## config.mk

```make
export PLATFORM = sky130hd
export DESIGN_NAME = mastermind_uart_tx
export DESIGN_NICKNAME = d
export VERILOG_FILES = /design/src/rtl/mastermind_uart_pkg.sv /design/src/rtl/mastermind_uart_tx_byte.sv /design/src/rtl/mastermind_uart_tx.sv
export SDC_FILE = /design/constraint.sdc
export NUM_CORES = 1
export LEC_CHECK = 0
export CELL_PAD_IN_SITES_DETAIL_PLACEMENT = 0
export CELL_PAD_IN_SITES_GLOBAL_PLACEMENT = 2
export CORE_ASPECT_RATIO = 0.5
export CORE_UTILIZATION = 38
export DETAILED_ROUTE_END_ITERATION = 10
export PLACE_DENSITY_LB_ADDON = 0.25
export SYNTH_ARGS = -nofsm -noshare
export SYNTH_HDL_FRONTEND = slang
export SYNTH_SLANG_ARGS = --single-unit
```

## constraint.sdc

```tcl
create_clock -name clock -period 2.53 [get_ports clock]
set_clock_uncertainty 0.2 [all_clocks]
set_input_delay 0.506 -clock clock [delete_from_list [all_inputs] [get_ports clock]]
set_output_delay 0.506 -clock clock [all_outputs]
set_load 0.01 [all_outputs]
```

## src/rtl/mastermind_uart_pkg.sv

```systemverilog
// Shared definitions for the Mastermind status-report UART transmitter.
// Holds the default bit period, the ASCII constants used in a report,
// the state encodings of both FSMs and the report byte formatter.
package mastermind_uart_pkg;

  // 50 MHz system clock / 115200 baud
  localparam int unsigned DEFAULT_CLKS_PER_BIT = 434;

  localparam logic [7:0] ASCII_R     = 8'h52;  // 'R'
  localparam logic [7:0] ASCII_Z     = 8'h5A;  // 'Z'
  localparam logic [7:0] ASCII_LOW_Z = 8'h7A;  // 'z'
  localparam logic [7:0] ASCII_CR    = 8'h0D;
  localparam logic [7:0] ASCII_LF    = 8'h0A;
  localparam logic [7:0] ASCII_0     = 8'h30;  // '0'
  localparam logic [7:0] ASCII_QMARK = 8'h3F;  // '?'

  typedef enum logic {
    TOP_IDLE,
    TOP_SENDING
  } top_state_t;

  typedef enum logic [1:0] {
    SER_IDLE,
    SER_START,
    SER_DATA,
    SER_STOP
  } ser_state_t;

  // Single decimal digit; values above 9 cannot be shown and become '?'.
  function automatic logic [7:0] digit(input logic [3:0] v);
    if (v <= 4'd9) begin
      return ASCII_0 + {4'h0, v};
    end
    return ASCII_QMARK;
  endfunction

  // Byte idx of the report "R<r>Z<zn>z<zo>\r\n".
  function automatic logic [7:0] report_byte(input logic [2:0] idx,
                                             input logic [3:0] rnd,
                                             input logic [3:0] zn,
                                             input logic [3:0] zo);
    logic [7:0] b;
    case (idx)
      3'd0:    b = ASCII_R;
      3'd1:    b = digit(rnd);
      3'd2:    b = ASCII_Z;
      3'd3:    b = digit(zn);
      3'd4:    b = ASCII_LOW_Z;
      3'd5:    b = digit(zo);
      3'd6:    b = ASCII_CR;
      default: b = ASCII_LF;
    endcase
    return b;
  endfunction

endpackage

```

## src/rtl/mastermind_uart_tx_byte.sv

```systemverilog
// Single-byte 8N1 serializer.
// Ports:
//   clock, reset (async, active-high)
//   start      - load data and begin a frame; honoured in IDLE and in the
//                last cycle of the stop bit (back-to-back frames)
//   data[7:0]  - byte to send, sampled when start is accepted
//   tx         - registered serial output, idle high
//   byte_done  - high during the last cycle of the stop bit
module uart_tx_byte
  import mastermind_uart_pkg::*;
#(
  parameter int unsigned CLKS_PER_BIT = DEFAULT_CLKS_PER_BIT
) (
  input  logic       clock,
  input  logic       reset,
  input  logic       start,
  input  logic [7:0] data,
  output logic       tx,
  output logic       byte_done
);

  localparam logic [15:0] BAUD_LAST = 16'(CLKS_PER_BIT - 1);

  ser_state_t  r_state, w_state_next;
  logic [15:0] r_baud,  w_baud_next;
  logic [2:0]  r_bit,   w_bit_next;
  logic [7:0]  r_data,  w_data_next;
  logic        r_tx,    w_tx_next;
  logic        w_bit_end;

  assign w_bit_end = (r_baud == BAUD_LAST);

  always_ff @(posedge clock or posedge reset) begin
    if (reset) begin
      r_state <= SER_IDLE;
    end else begin
      r_state <= w_state_next;
    end
  end

  always_ff @(posedge clock or posedge reset) begin
    if (reset) begin
      r_baud <= '0;
      r_bit  <= '0;
      r_data <= '0;
      r_tx   <= 1'b1;
    end else begin
      r_baud <= w_baud_next;
      r_bit  <= w_bit_next;
      r_data <= w_data_next;
      r_tx   <= w_tx_next;
    end
  end

  // tx is computed one cycle ahead so the line is always a flop output.
  always_comb begin
    w_state_next = r_state;
    w_baud_next  = r_baud;
    w_bit_next   = r_bit;
    w_data_next  = r_data;
    w_tx_next    = r_tx;

    if (r_state != SER_IDLE) begin
      w_baud_next = w_bit_end ? '0 : r_baud + 16'd1;
    end

    case (r_state)
      SER_IDLE: begin
        if (start) begin
          w_state_next = SER_START;
          w_data_next  = data;
          w_bit_next   = '0;
          w_tx_next    = 1'b0;
        end
      end
      SER_START: begin
        if (w_bit_end) begin
          w_state_next = SER_DATA;
          w_bit_next   = '0;
          w_tx_next    = r_data[0];
        end
      end
      SER_DATA: begin
        if (w_bit_end) begin
          if (r_bit == 3'd7) begin
            w_state_next = SER_STOP;
            w_tx_next    = 1'b1;
          end else begin
            w_bit_next = r_bit + 3'd1;
            w_tx_next  = r_data[r_bit + 3'd1];
          end
        end
      end
      SER_STOP: begin
        if (w_bit_end) begin
          if (start) begin
            w_state_next = SER_START;
            w_data_next  = data;
            w_bit_next   = '0;
            w_tx_next    = 1'b0;
          end else begin
            w_state_next = SER_IDLE;
            w_tx_next    = 1'b1;
          end
        end
      end
      default: begin
        w_state_next = SER_IDLE;
        w_tx_next    = 1'b1;
      end
    endcase
  end

  assign tx        = r_tx;
  assign byte_done = (r_state == SER_STOP) && w_bit_end;

endmodule

```

## src/rtl/mastermind_uart_tx.sv

```systemverilog
// Mastermind status reporter: on send, transmits "R<round>Z<znarly>z<zood>\r\n"
// over an 8N1 UART line.
// Ports:
//   clock, reset (async, active-high)
//   send          - one-cycle request; accepted only when idle and not in
//                   the done cycle
//   round_number, znarly, zood [3:0] - values snapshotted on accept
//   tx            - serial line, idle high
//   busy          - high for the whole report (80 bit periods)
//   done          - one-cycle pulse in the cycle busy falls
module mastermind_uart_tx
  import mastermind_uart_pkg::*;
#(
  parameter int unsigned CLKS_PER_BIT = DEFAULT_CLKS_PER_BIT
) (
  input  logic       clock,
  input  logic       reset,
  input  logic       send,
  input  logic [3:0] round_number,
  input  logic [3:0] znarly,
  input  logic [3:0] zood,
  output logic       tx,
  output logic       busy,
  output logic       done
);

  top_state_t r_state, w_state_next;
  logic [2:0] r_idx,    w_idx_next;
  logic [3:0] r_round,  w_round_next;
  logic [3:0] r_znarly, w_znarly_next;
  logic [3:0] r_zood,   w_zood_next;
  logic       r_busy,   w_busy_next;
  logic       r_done,   w_done_next;

  logic       w_byte_start;
  logic [7:0] w_byte_data;
  logic       w_byte_done;

  always_ff @(posedge clock or posedge reset) begin
    if (reset) begin
      r_state <= TOP_IDLE;
    end else begin
      r_state <= w_state_next;
    end
  end

  always_ff @(posedge clock or posedge reset) begin
    if (reset) begin
      r_idx    <= '0;
      r_round  <= '0;
      r_znarly <= '0;
      r_zood   <= '0;
      r_busy   <= 1'b0;
      r_done   <= 1'b0;
    end else begin
      r_idx    <= w_idx_next;
      r_round  <= w_round_next;
      r_znarly <= w_znarly_next;
      r_zood   <= w_zood_next;
      r_busy   <= w_busy_next;
      r_done   <= w_done_next;
    end
  end

  // Byte 0 is launched in the accept cycle, before the snapshot registers
  // are loaded, so it is formatted from the live inputs; every later byte
  // is handed over in the final stop-bit cycle of its predecessor.
  always_comb begin
    w_state_next  = r_state;
    w_idx_next    = r_idx;
    w_round_next  = r_round;
    w_znarly_next = r_znarly;
    w_zood_next   = r_zood;
    w_busy_next   = r_busy;
    w_done_next   = 1'b0;
    w_byte_start  = 1'b0;
    w_byte_data   = report_byte(r_idx + 3'd1, r_round, r_znarly, r_zood);

    case (r_state)
      TOP_IDLE: begin
        if (send && !r_done) begin
          w_state_next  = TOP_SENDING;
          w_idx_next    = '0;
          w_round_next  = round_number;
          w_znarly_next = znarly;
          w_zood_next   = zood;
          w_busy_next   = 1'b1;
          w_byte_start  = 1'b1;
          w_byte_data   = report_byte(3'd0, round_number, znarly, zood);
        end
      end
      TOP_SENDING: begin
        if (w_byte_done) begin
          if (r_idx == 3'd7) begin
            w_state_next = TOP_IDLE;
            w_busy_next  = 1'b0;
            w_done_next  = 1'b1;
          end else begin
            w_idx_next   = r_idx + 3'd1;
            w_byte_start = 1'b1;
          end
        end
      end
      default: begin
        w_state_next = TOP_IDLE;
        w_busy_next  = 1'b0;
      end
    endcase
  end

  uart_tx_byte #(
    .CLKS_PER_BIT(CLKS_PER_BIT)
  ) u_byte (
    .clock     (clock),
    .reset     (reset),
    .start     (w_byte_start),
    .data      (w_byte_data),
    .tx        (tx),
    .byte_done (w_byte_done)
  );

  assign busy = r_busy;
  assign done = r_done;

endmodule

```

* Word level (Yosys, flattened, before mapping)
Cells that the tools add are included.
** Storage, ports and cells
- Bits in registers :: 48
- Logic and storage cells :: 117
- Output and inout port bits :: 3
- Input port bits :: 15
** Cells by class
- Add/sub/neg operators :: 6
- Bitwise gates (word level) :: 1
- Reductions and logical operators :: 14
- $lt $le $gt $ge :: 4
- Eq/ne operators :: 22
- Multiplexer cells :: 58
** Operators with widths (count)
- $mux W8 :: 10
- $pmux W8 S7 :: 1
- $mux W1 :: 24
- $mux W3 :: 8
- $add A6 B4 Y7 const A :: 3
- $add A16 B1 Y16 const B :: 1
- $eq A16 B9 Y1 const B :: 1
- $mux W16 :: 1
- $pmux W8 S2 :: 1
- $eq A3 B3 Y1 const B :: 5
- $ne A2 B1 Y1 const B :: 7
- $le A4 B4 Y1 const B :: 3
- $pmux W3 S4 :: 1
- $mux W2 :: 5
- $pmux W2 S4 :: 1
- $reduce_and A4 Y1 :: 2
- $add A3 B1 Y3 const B :: 2
- $eq A3 B2 Y1 const B :: 2
- $ne A2 B2 Y1 const B :: 3
- $pmux W1 S2 :: 3
- $pmux W3 S2 :: 1
- $reduce_and A3 Y1 :: 2
- $reduce_and A5 Y1 :: 1
- $eq A2 B2 Y1 const B :: 2
- other kinds (12) :: 15

* Depth between registers and ports, before layout
Gate-level depths: netlist (run 1).
- Word-level depth :: 10
- Depth in mapped cells :: 9

* Modules after synthesis
From an unflattened synthesis (run 1), not the netlist that was laid out.
** Unflattened totals
- Cells, all modules :: 235
- Area total of the unflattened synthesis :: 2700.1 um^2
** Modules (own cells, without submodules)
- uart_tx_byte :: area an instance 1602.8 um^2, cells an instance 141, instances 1
- mastermind_uart_tx :: area an instance 1097.3 um^2, cells an instance 94, instances 1

* Least setup slack after synthesis (run 1)
No wires, ideal clock.
- Path type :: reg-to-reg
- From :: register r_idx[1]
- To :: register u_byte.r_data[6]
- Clock period less this slack :: 2.211 ns
- Required time :: 2.197 ns
- Slack :: 0.319 ns
- Library setup time :: 0.133 ns
- Data arrival time :: 1.878 ns
- Cell stages (with the launch flop) :: 8
- Path through :: dfrtp_1 ha_1 ha_1 clkbuf_1 clkbuf_1 nand2_1 a2111oi_2 a21oi_1
** Between the ends
- Word-level cells in the longest chain between the ends :: 8
- Elaborated cells between the ends (all ways) :: 18
** Ends and longest elaborated chain
- start, declared :: RTL line mastermind_uart_tx.sv:28 : logic [2:0] r_idx, w_idx_next;
- start signal, assigned :: RTL line mastermind_uart_tx.sv:56 : r_idx <= w_idx_next;
- $add A3 B1 Y3 :: RTL line mastermind_uart_tx.sv:77 : w_byte_data = report_byte(r_idx + 3'd1, r_round, r_znarly, r_zood);
- $eq A3 B3 Y1 (tied with other cells) :: RTL line mastermind_uart_pkg.sv:43 : case (idx)
- $pmux W8 S7 :: RTL line mastermind_uart_pkg.sv:43
- $mux W8 :: RTL line mastermind_uart_tx.sv:81 : if (send && !r_done) begin
- $mux W8 :: RTL line mastermind_uart_tx.sv:79 : case (r_state)
- $mux W8 (*) :: RTL line mastermind_uart_tx_byte.sv:69, mastermind_uart_tx_byte.sv:96
- $mux W8 :: RTL line mastermind_uart_tx_byte.sv:95 : if (w_bit_end) begin
- $pmux W8 S2 (*) :: RTL line mastermind_uart_tx_byte.sv:67 : case (r_state)
- end signal, assigned :: RTL line mastermind_uart_tx_byte.sv:50 : r_data <= w_data_next;
- end, declared :: RTL line mastermind_uart_tx_byte.sv:27 : logic [7:0] r_data, w_data_next;
Every way passes the cells marked *; elsewhere a longest branch is shown, timed or not. The select of a mux whose other input is x is not followed.
A chain may end at the register's enable or synchronous reset.

* Worst setup path after layout (run 1)
- From :: register u_byte.r_baud[1]
- To :: register u_byte.r_state[1]
** Between the ends
- Word-level cells in the longest chain between the ends :: 6
- Elaborated cells between the ends (all ways) :: 9
** Ends and longest elaborated chain
- start, declared :: RTL line mastermind_uart_tx_byte.sv:25 : logic [15:0] r_baud, w_baud_next;
- start signal, assigned :: RTL line mastermind_uart_tx_byte.sv:48 : r_baud <= w_baud_next;
- $eq A16 B9 Y1 (*) :: RTL line mastermind_uart_tx_byte.sv:31 : assign w_bit_end = (r_baud == BAUD_LAST);
- $logic_and A1 B1 Y1 :: RTL line mastermind_uart_tx_byte.sv:115 : assign byte_done = (r_state == SER_STOP) && w_bit_end;
- $mux W1 :: RTL line mastermind_uart_tx.sv:93 : if (w_byte_done) begin
- $pmux W1 S2 :: RTL line mastermind_uart_tx.sv:79
- $ne A2 B1 Y1 (no line)
- $reduce_and A5 Y1 (no line) (*)
- end signal, assigned :: RTL line mastermind_uart_tx_byte.sv:37 : r_state <= w_state_next;
- end, declared :: RTL line mastermind_uart_tx_byte.sv:24 : ser_state_t r_state, w_state_next;
Every way passes the cells marked *; elsewhere a longest branch is shown, timed or not.

==> results of run 1 <==
[synth_stat cells (2+ instances only)]
master,n
a211o_1,2
a21o_1,5
a21oi_1,11
and3_1,5
and4bb_1,2
buf_2,2
buf_6,2
clkbuf_1,7
dfrtp_1,46
ha_1,17
inv_1,12
mux2_1,2
mux2i_1,2
nand2_1,57
nand2b_1,3
nand3_1,15
nand4_1,3
nor2_1,13
nor2b_1,3
nor3_1,9
nor3b_1,2
nor3b_2,2
nor4_1,2
o21ai_0,11
o21ai_1,6
o221ai_1,2
o311a_1,2
o31ai_1,3
or3_1,2
xnor2_1,7
xor2_1,4
[area by class of cell]
type / count / area, sq um
clock buffers: 6 / 128.9
fillers: 665 / 3622
inverters: 12 / 45.04
multi-input cells: 224 / 1515
flip-flops and latches: 47 / 1177
well taps: 92 / 115.1
repair buffers: 30 / 280.3
[power groups by stage]
stage	Combinational (mW)	Sequential, mW	Clock [mW]
floorplan	0.119	0.818	0
global placement	0.190	0.821	0
detailed placement	0.192	0.822	0
CTS	0.194	0.808	0.641
global route	0.217	0.812	0.675
finish	0.190	0.807	0.624
[critical path, cell delays in order (launching register included)]
cell,delay (ns)
dfrtp_1,0.39
inv_1,0.13
ha_1,0.18
and4bb_1,0.21
and4_4,0.35
a31oi_1,0.14
nor3_1,0.21
mux2_1,0.34
[cell usage in the layout, fill, tap and decap left out, types with 3 or more instances in the layout]
| cell | instances |
|---|---|
| nand3_1 | 15 |
| and3_1 | 5 |
| nand2b_1 | 3 |
| a21o_1 | 5 |
| ha_1 | 17 |
| o21ai_0 | 11 |
| dfrtp_1 | 46 |
| nor2_1 | 13 |
| a21oi_1 | 11 |
| nand2_1 | 57 |
| inv_1 | 11 |
| nand4_1 | 3 |
| o31ai_1 | 3 |
| clkdlybuf4s50_1 | 17 |
| nor2b_1 | 3 |
| buf_4 | 12 |
| clkbuf_16 | 5 |
| nor3_1 | 9 |
| o21ai_1 | 6 |
| xor2_1 | 4 |
| xnor2_1 | 7 |
[logic make-up (layout without fill, tap and decap cells)]
group	Yosys count	count (layout)
simple gates	133	133
fa+ha+maj	17	17
compound gates	58	58
buf+inv	23	48
flops	47	47
mux	5	5
xor+xnor	11	11
[state kept, by name, summed over array words and instances, names as in the netlist]
name	flops
u_byte.r_state	2
r_round	4
done	1
r_znarly	4
u_byte.r_data	7
r_idx	3
r_state	1
r_zood	4
busy	1
u_byte.r_bit	3
u_byte.r_baud	16
u_byte.tx	1
[final timing paths]
| path | slack (ns) | endpoint |
|---|---|---|
| min in group asynchronous | 0.37 | busy |
| worst max-delay path | 0.26 | u_byte.r_state[1] |
| worst min-delay path | 0.27 | r_zood[0] |
| worst max register to register | 0.26 | u_byte.r_state[1] |
| worst min register to register | 0.27 | r_zood[0] |
| max in group asynchronous | 1.49 | u_byte.tx |
[stage by stage]
step | hold slack [ns] | cell area, sq um | setup slack (ns) | cells
6_report | 0.2715 | 3262 | 0.2571 | 411
3_3_place_gp | 0.2560 | 3133 | 0.04659 | 405
2_1_floorplan | 0.2368 | 2796 | 0.3191 | 294
4_1_cts | 0.2849 | 3262 | 0.2633 | 411
3_5_place_dp | 0.2698 | 3133 | 0.01393 | 405
5_1_grt | 0.3093 | 3262 | 0.1134 | 411
[per-layer routing]
metal | wire, microns | part of all wire, %
met5 | 0 | 0
met4 | 32 | 0.54
met1 | 2978 | 51
met2 | 2682 | 46
met3 | 187 | 3.2
==> impl_metrics.py, run 1 <==
metrics = {
    "status": {
        "status": "finished clean",
    },
    "synth": {
        "synth-simple-area-share_pct": 25.59,
        "synthDistinctLibCells": 64,
        "synth_top_area_share_pct": 41.16,
        "syn-num-nets": 326,
        "synth_compound_area_share_pct": 15.21,
        "synth_area_sq_um": 2796,
        "synth_cells": 294,
        "muxShareOfSynthArea_pct": 2.327,
        "synth_top_family_by_area": "simple AND/OR/NAND/NOR gates",
        "ys_seq_area_share_pct": 42.10,
        "synth_fa_ha_area_share_pct": 7.606,
        "synth_async_sr_flop_share_pct": 100.0,
        "synthXorXnorAreaFrac_pct": 3.445,
        "ys_ff_latch": 47,
        "synthTopCellsByArea": "dfrtp_1 (41%), nand2_1 (7.7%), ha_1 (7.6%)",
        "synth_edf_count": 0,
        "synth.avg_cell_area_sq_um": 9.512,
        "synth_top_flop_cell": "dfrtp_1",
        "synth_top_cell_by_area": "dfrtp_1",
        "synth_warnings": 0,
    },
    "clock_tree": {
        "cts_tree": "done",
        "clk_latency_ns": 0.29,
        "clock-root-buffer": "clkbuf_16",
        "numCtsBuffers": 5,
        "htreeDepth": 2,
        "cts-hold-fix-buffers": 0,
        "clkSinkCount": 47,
        "clockBufferDepth": 2,
        "cts_resized": 0,
        "path_clk_slew_ns": 0.06,
        "post_cts_buffers": 0,
    },
    "pwr": {
        "p_switching_uw": 396.0,
        "power_mw": 1.622,
        "clock_power_share_pct": 38.5,
        "swShare_pct": 24.42,
        "combPwrFrac_pct": 11.7,
        "internal_power_mw": 1.226,
        "ir_drop_mv": 0.2636,
        "p_leak_nw": 1.456,
        "seq_power_share_pct": 49.8,
        "powerDensity_nw_per_um2": 497.1,
    },
    "global_route": {
        "busiest_layer": "met2",
        "grt_start_max_net_pins": 48,
        "grt_use_total_pct": 16.81,
        "met3_usage_pct": 4.380,
        "grt.met1_usage_pct": 23.06,
        "grt_pass1_vias": 2108,
        "use_met2_pct": 26.75,
        "grt_pass1_wl_microns": 10120,
        "grt_overflow": 0,
        "grt_antenna_before_repair": 0,
    },
    "floorplan": {
        "die_h_microns": 62.66,
        "num_rows": 21,
        "start_util_pct": 40.62,
        "io_pins": 18,
        "die_area_sq_um": 7727,
        "fp.dieW_microns": 123.3,
        "core_sq_um": 6884,
    },
    "sta": {
        "rsz0062_at_grt": "false",
        "fin_crit_ns": 2.273,
        "finalCritPeriodShare_pct": 89.84,
        "fin_tns_setup_ns": 0,
        "setup_viol": 0,
        "max_freq_ghz": 0.4400,
        "slew_viol_final": 0,
        "worst_pin_slew_ns": 0.4779,
        "hold_viol": 0,
        "slew_headroom_pct": 68.14,
    },
    "detailed_routing": {
        "final_antenna_net_count": 0,
        "drt-initial-drc-count": 117,
        "via_count": 2180,
        "drc": 0,
        "wire_per_inst_microns": 14.31,
        "first_pass_iters": 4,
        "routed_wl_microns": 5881,
        "vias_per_cell": 5.304,
    },
    "placed_design": {
        "numPortBuffers": 17,
        "routabilityCongestion": 0.8334,
        "dp_hpwl_microns": 4251,
    },
    "worst_hold_path": {
        "min_path_cells": 2,
        "hold_start": "r_zood[0]",
        "hold_class": "reg -> reg",
    },
    "critical_path": {
        "crit_arrival_ns": 2.24,
        "rr_worst_depth": 7,
        "startpoint_type": "flip-flop",
        "required_ns": 2.50,
        "end_kind": "flip-flop",
        "crit_start": "u_byte.r_baud[1]",
        "critPathMaxFanout": 14,
        "crit_type": "reg -> reg",
        "regToRegStartpoint": "u_byte.r_baud[1]",
    },
    "final_layout": {
        "n_antenna_cell": 0,
        "drive_gt1_share_pct": 11.29,
        "layout.nets": 352,
        "final_util_pct": 47.38,
        "area_growth_pct": 16.64,
    },
    "run": {
        "cap_violations": 0,
    },
}
Note: power is estimated with default switching activity, not from simulation.
==> run 2, diff against run 1 <==
- ABC_AREA: default -> 1
- CORE_UTILIZATION: 38 -> 35
- clock period: 2.53 -> 2.1 ns (I/O delays scaled with it)
==> run 2 against run 1 <==
  * Global-route usage is 0.69 points lower
  * Combinational power is 74% lower
  * Sequential power is 12% higher
  * Clock power is 49% higher
  * Critical path type is now reg -> out
==> impl_metrics.py, run 2 <==
metrics = {
    "critical_path": {
        "crit_type": "reg -> out",
        "slowest_stage": "dfstp_2",
        "cp_top_family": "flip-flops",
        "crit_start": "u_byte.tx",
        "end_kind": "primary output",
        "startpoint_type": "flip-flop",
        "cp_slowest_stage_delay_ns": 0.54,
        "worst-path-buf-inv": 1,
        "regToRegStartpoint": "u_byte.r_baud[1]",
        "crit_arrival_ns": 1.35,
        "required_ns": 1.48,
        "worstPathCellList": "clkdlybuf4s50_1",
        "r2r_slack_ns": 0.17,
        "critPathMaxFanout": 2,
    },
    "synth": {
        "synth_cells": 351,
        "yosysMostFrequentCell": "nand2_1",
        "ys_ff_latch": 47,
        "synth_top_cells_by_count": "nand2_1 (96), inv_1 (48), dfrtp_1 (46)",
        "synth_top_flop_cell": "dfrtp_1",
        "synth_warnings": 0,
        "synth_top_area_share_pct": 41.69,
        "syn-num-nets": 383,
        "synth_async_sr_flop_share_pct": 100.0,
        "synth_top_cell_by_area": "dfrtp_1",
        "synth_edf_count": 0,
        "synth.avg_cell_area_sq_um": 7.867,
        "synth_area_sq_um": 2761,
        "synthTopCellsByArea": "dfrtp_1 (42%), nand2_1 (13%), ha_1 (7.7%)",
        "ys_seq_area_share_pct": 42.64,
        "synthDistinctLibCells": 39,
    },
    "final_layout": {
        "n_antenna_cell": 0,
        "final_common_cell": "nand2_1",
        "fillers": 791,
        "layout.nets": 415,
        "top_regs": "u_byte.r_baud x16, u_byte.r_data x7",
        "largest_reg_flops": 16,
        "multi_input_area_sq_um": 1370,
        "seq_area_sq_um": 1177,
        "drive_gt1_share_pct": 11.98,
        "final_util_pct": 44.74,
        "final_cell_mix": "nand2_1 (96), inv_1 (47), dfrtp_1 (46), nand3_1 (29), nor2_1 (23)",
        "area_growth_pct": 21.30,
        "top_register": "u_byte.r_baud",
    },
    "clock_tree": {
        "path_clk_slew_ns": 0.06,
        "cts_tree": "done",
        "clkSinkCount": 47,
        "clk_latency_ns": 0.29,
        "clockBufferDepth": 2,
        "post_cts_buffers": 0,
        "clock-root-buffer": "clkbuf_16",
        "numCtsBuffers": 5,
        "cts_resized": 0,
        "htreeDepth": 2,
        "cts-hold-fix-buffers": 0,
    },
    "detailed_routing": {
        "drc": 0,
        "routed_wl_microns": 5727,
        "vias_per_cell": 4.618,
        "wire_per_inst_microns": 11.64,
        "drt-initial-drc-count": 79,
        "first_pass_iters": 4,
        "via_count": 2272,
        "final_antenna_net_count": 0,
    },
    "global_route": {
        "grt_use_total_pct": 16.12,
        "grt_overflow": 0,
        "grt_pass1_wl_microns": 10410,
        "grt_antenna_before_repair": 0,
        "grt_pass1_vias": 2337,
        "grt_start_max_net_pins": 26,
    },
    "floorplan": {
        "fp.dieW_microns": 127.6,
        "die_area_sq_um": 8271,
        "num_rows": 22,
        "start_util_pct": 36.88,
        "die_h_microns": 64.81,
        "core_sq_um": 7487,
        "io_pins": 18,
    },
    "sta": {
        "worst_pin_slew_ns": 0.3655,
        "fin_crit_ns": 1.973,
        "max_freq_ghz": 0.5069,
        "finalHoldWorstSlack_ns": 0.1851,
        "hold_viol": 0,
        "slew_headroom_pct": 75.41,
        "slew_viol_final": 0,
        "finalCritPeriodShare_pct": 93.95,
        "rsz0062_at_grt": "false",
        "fin_tns_setup_ns": 0,
        "setup_viol": 0,
    },
    "pwr": {
        "seq_power_share_pct": 48.0,
        "internal_power_mw": 1.525,
        "p_switching_uw": 359.3,
        "ir_drop_mv": 0.2785,
        "swShare_pct": 19.07,
        "power_mw": 1.884,
        "p_leak_nw": 1.642,
        "powerDensity_nw_per_um2": 562.6,
        "clock_power_share_pct": 49.3,
        "combPwrFrac_pct": 2.6,
    },
    "placed_design": {
        "dp_hpwl_microns": 4427,
        "numPortBuffers": 17,
        "routabilityCongestion": 0.7643,
    },
    "worst_hold_path": {
        "hold_class": "in -> async",
    },
    "status": {
        "status": "finished clean",
    },
    "run": {
        "cap_violations": 0,
    },
}
run 2: cell types whose count changed after synthesis, sizes merged, moves of 4 or more:
cell | previous run | this run
a21o | 5 | 1
o21ai | 17 | 30
inv | 12 | 49
clkbuf | 7 | 2
nor2 | 14 | 26
and3 | 6 | 0
nand3 | 16 | 31
nor3b | 4 | 0
xnor2 | 7 | 1
nand2 | 57 | 102
nor3 | 9 | 5
run 2: path summary, 6_finish.rpt:
check	to	cells past startpoint
min in group clock	u_byte.r_baud[12]	1
worst max register to register	u_byte.r_data[0]	11
worst min register to register	u_byte.r_baud[12]	1
max in group asynchronous	u_byte.r_baud[4]	3
worst max-delay path	tx	1
worst min-delay path	u_byte.r_state[1]	2
run 2: per-stage QoR:
step / cell area (sq um) / std cells / setup WS (ns)
after floorplan: 2761 / 351 / 0.2279
after global placement: 3163 / 484 / 0.03256
after detailed placement: 3163 / 484 / 0.002936
after CTS: 3337 / 492 / 0.1098
after global routing: 3349 / 492 / 0.002423
final: 3349 / 492 / 0.1271
run 2: cells by family (layout without fill, tap and decap cells):
| family | after synthesis | after routing | share of synthesized area [%] |
|---|---|---|---|
| compound gates | 49 | 49 | 10.51 |
| xor+xnor | 7 | 7 | 2.220 |
| fa+ha+maj | 17 | 17 | 7.703 |
| buf+inv | 57 | 90 | 8.201 |
| flops | 47 | 47 | 42.64 |
| simple gates | 174 | 174 | 28.73 |
run 2: layout make-up:
type,instances,area share (%)
inverters,51,5.753
multi-input cells,247,40.90
repair buffers,31,8.965
clock inverters,2,1.046
well taps,108,4.034
flip-flops and latches,47,35.15
clock buffers,6,4.146
run 2: power groups by stage:
stage                     registers (mW)  logic (mW)  clock network, mW
after floorplan                    0.922      0.0140                  0
after global placement             0.922      0.0511                  0
after detailed placement           0.922      0.0521                  0
after CTS                          0.905      0.0521              0.968
after global routing               0.904      0.0566               1.01
final                              0.905      0.0498              0.929
run 2: per-layer routing:
metal / share of wire, % / vias up / global-route usage, %
li1: - / 1196 / -
met1: 48 / 1054 / 18.61
met2: 49 / 17 / 29.58
met3: 2.6 / 5 / 4.211
met4: 0.96 / 0 / 4.853
met5: 0 / - / 0
==> run 3, diff against run 2 <==
- GPL_TIMING_DRIVEN: default -> 1
==> results of run 3 <==
No change in the layout: final DEF, timing and power equal those of run 2.
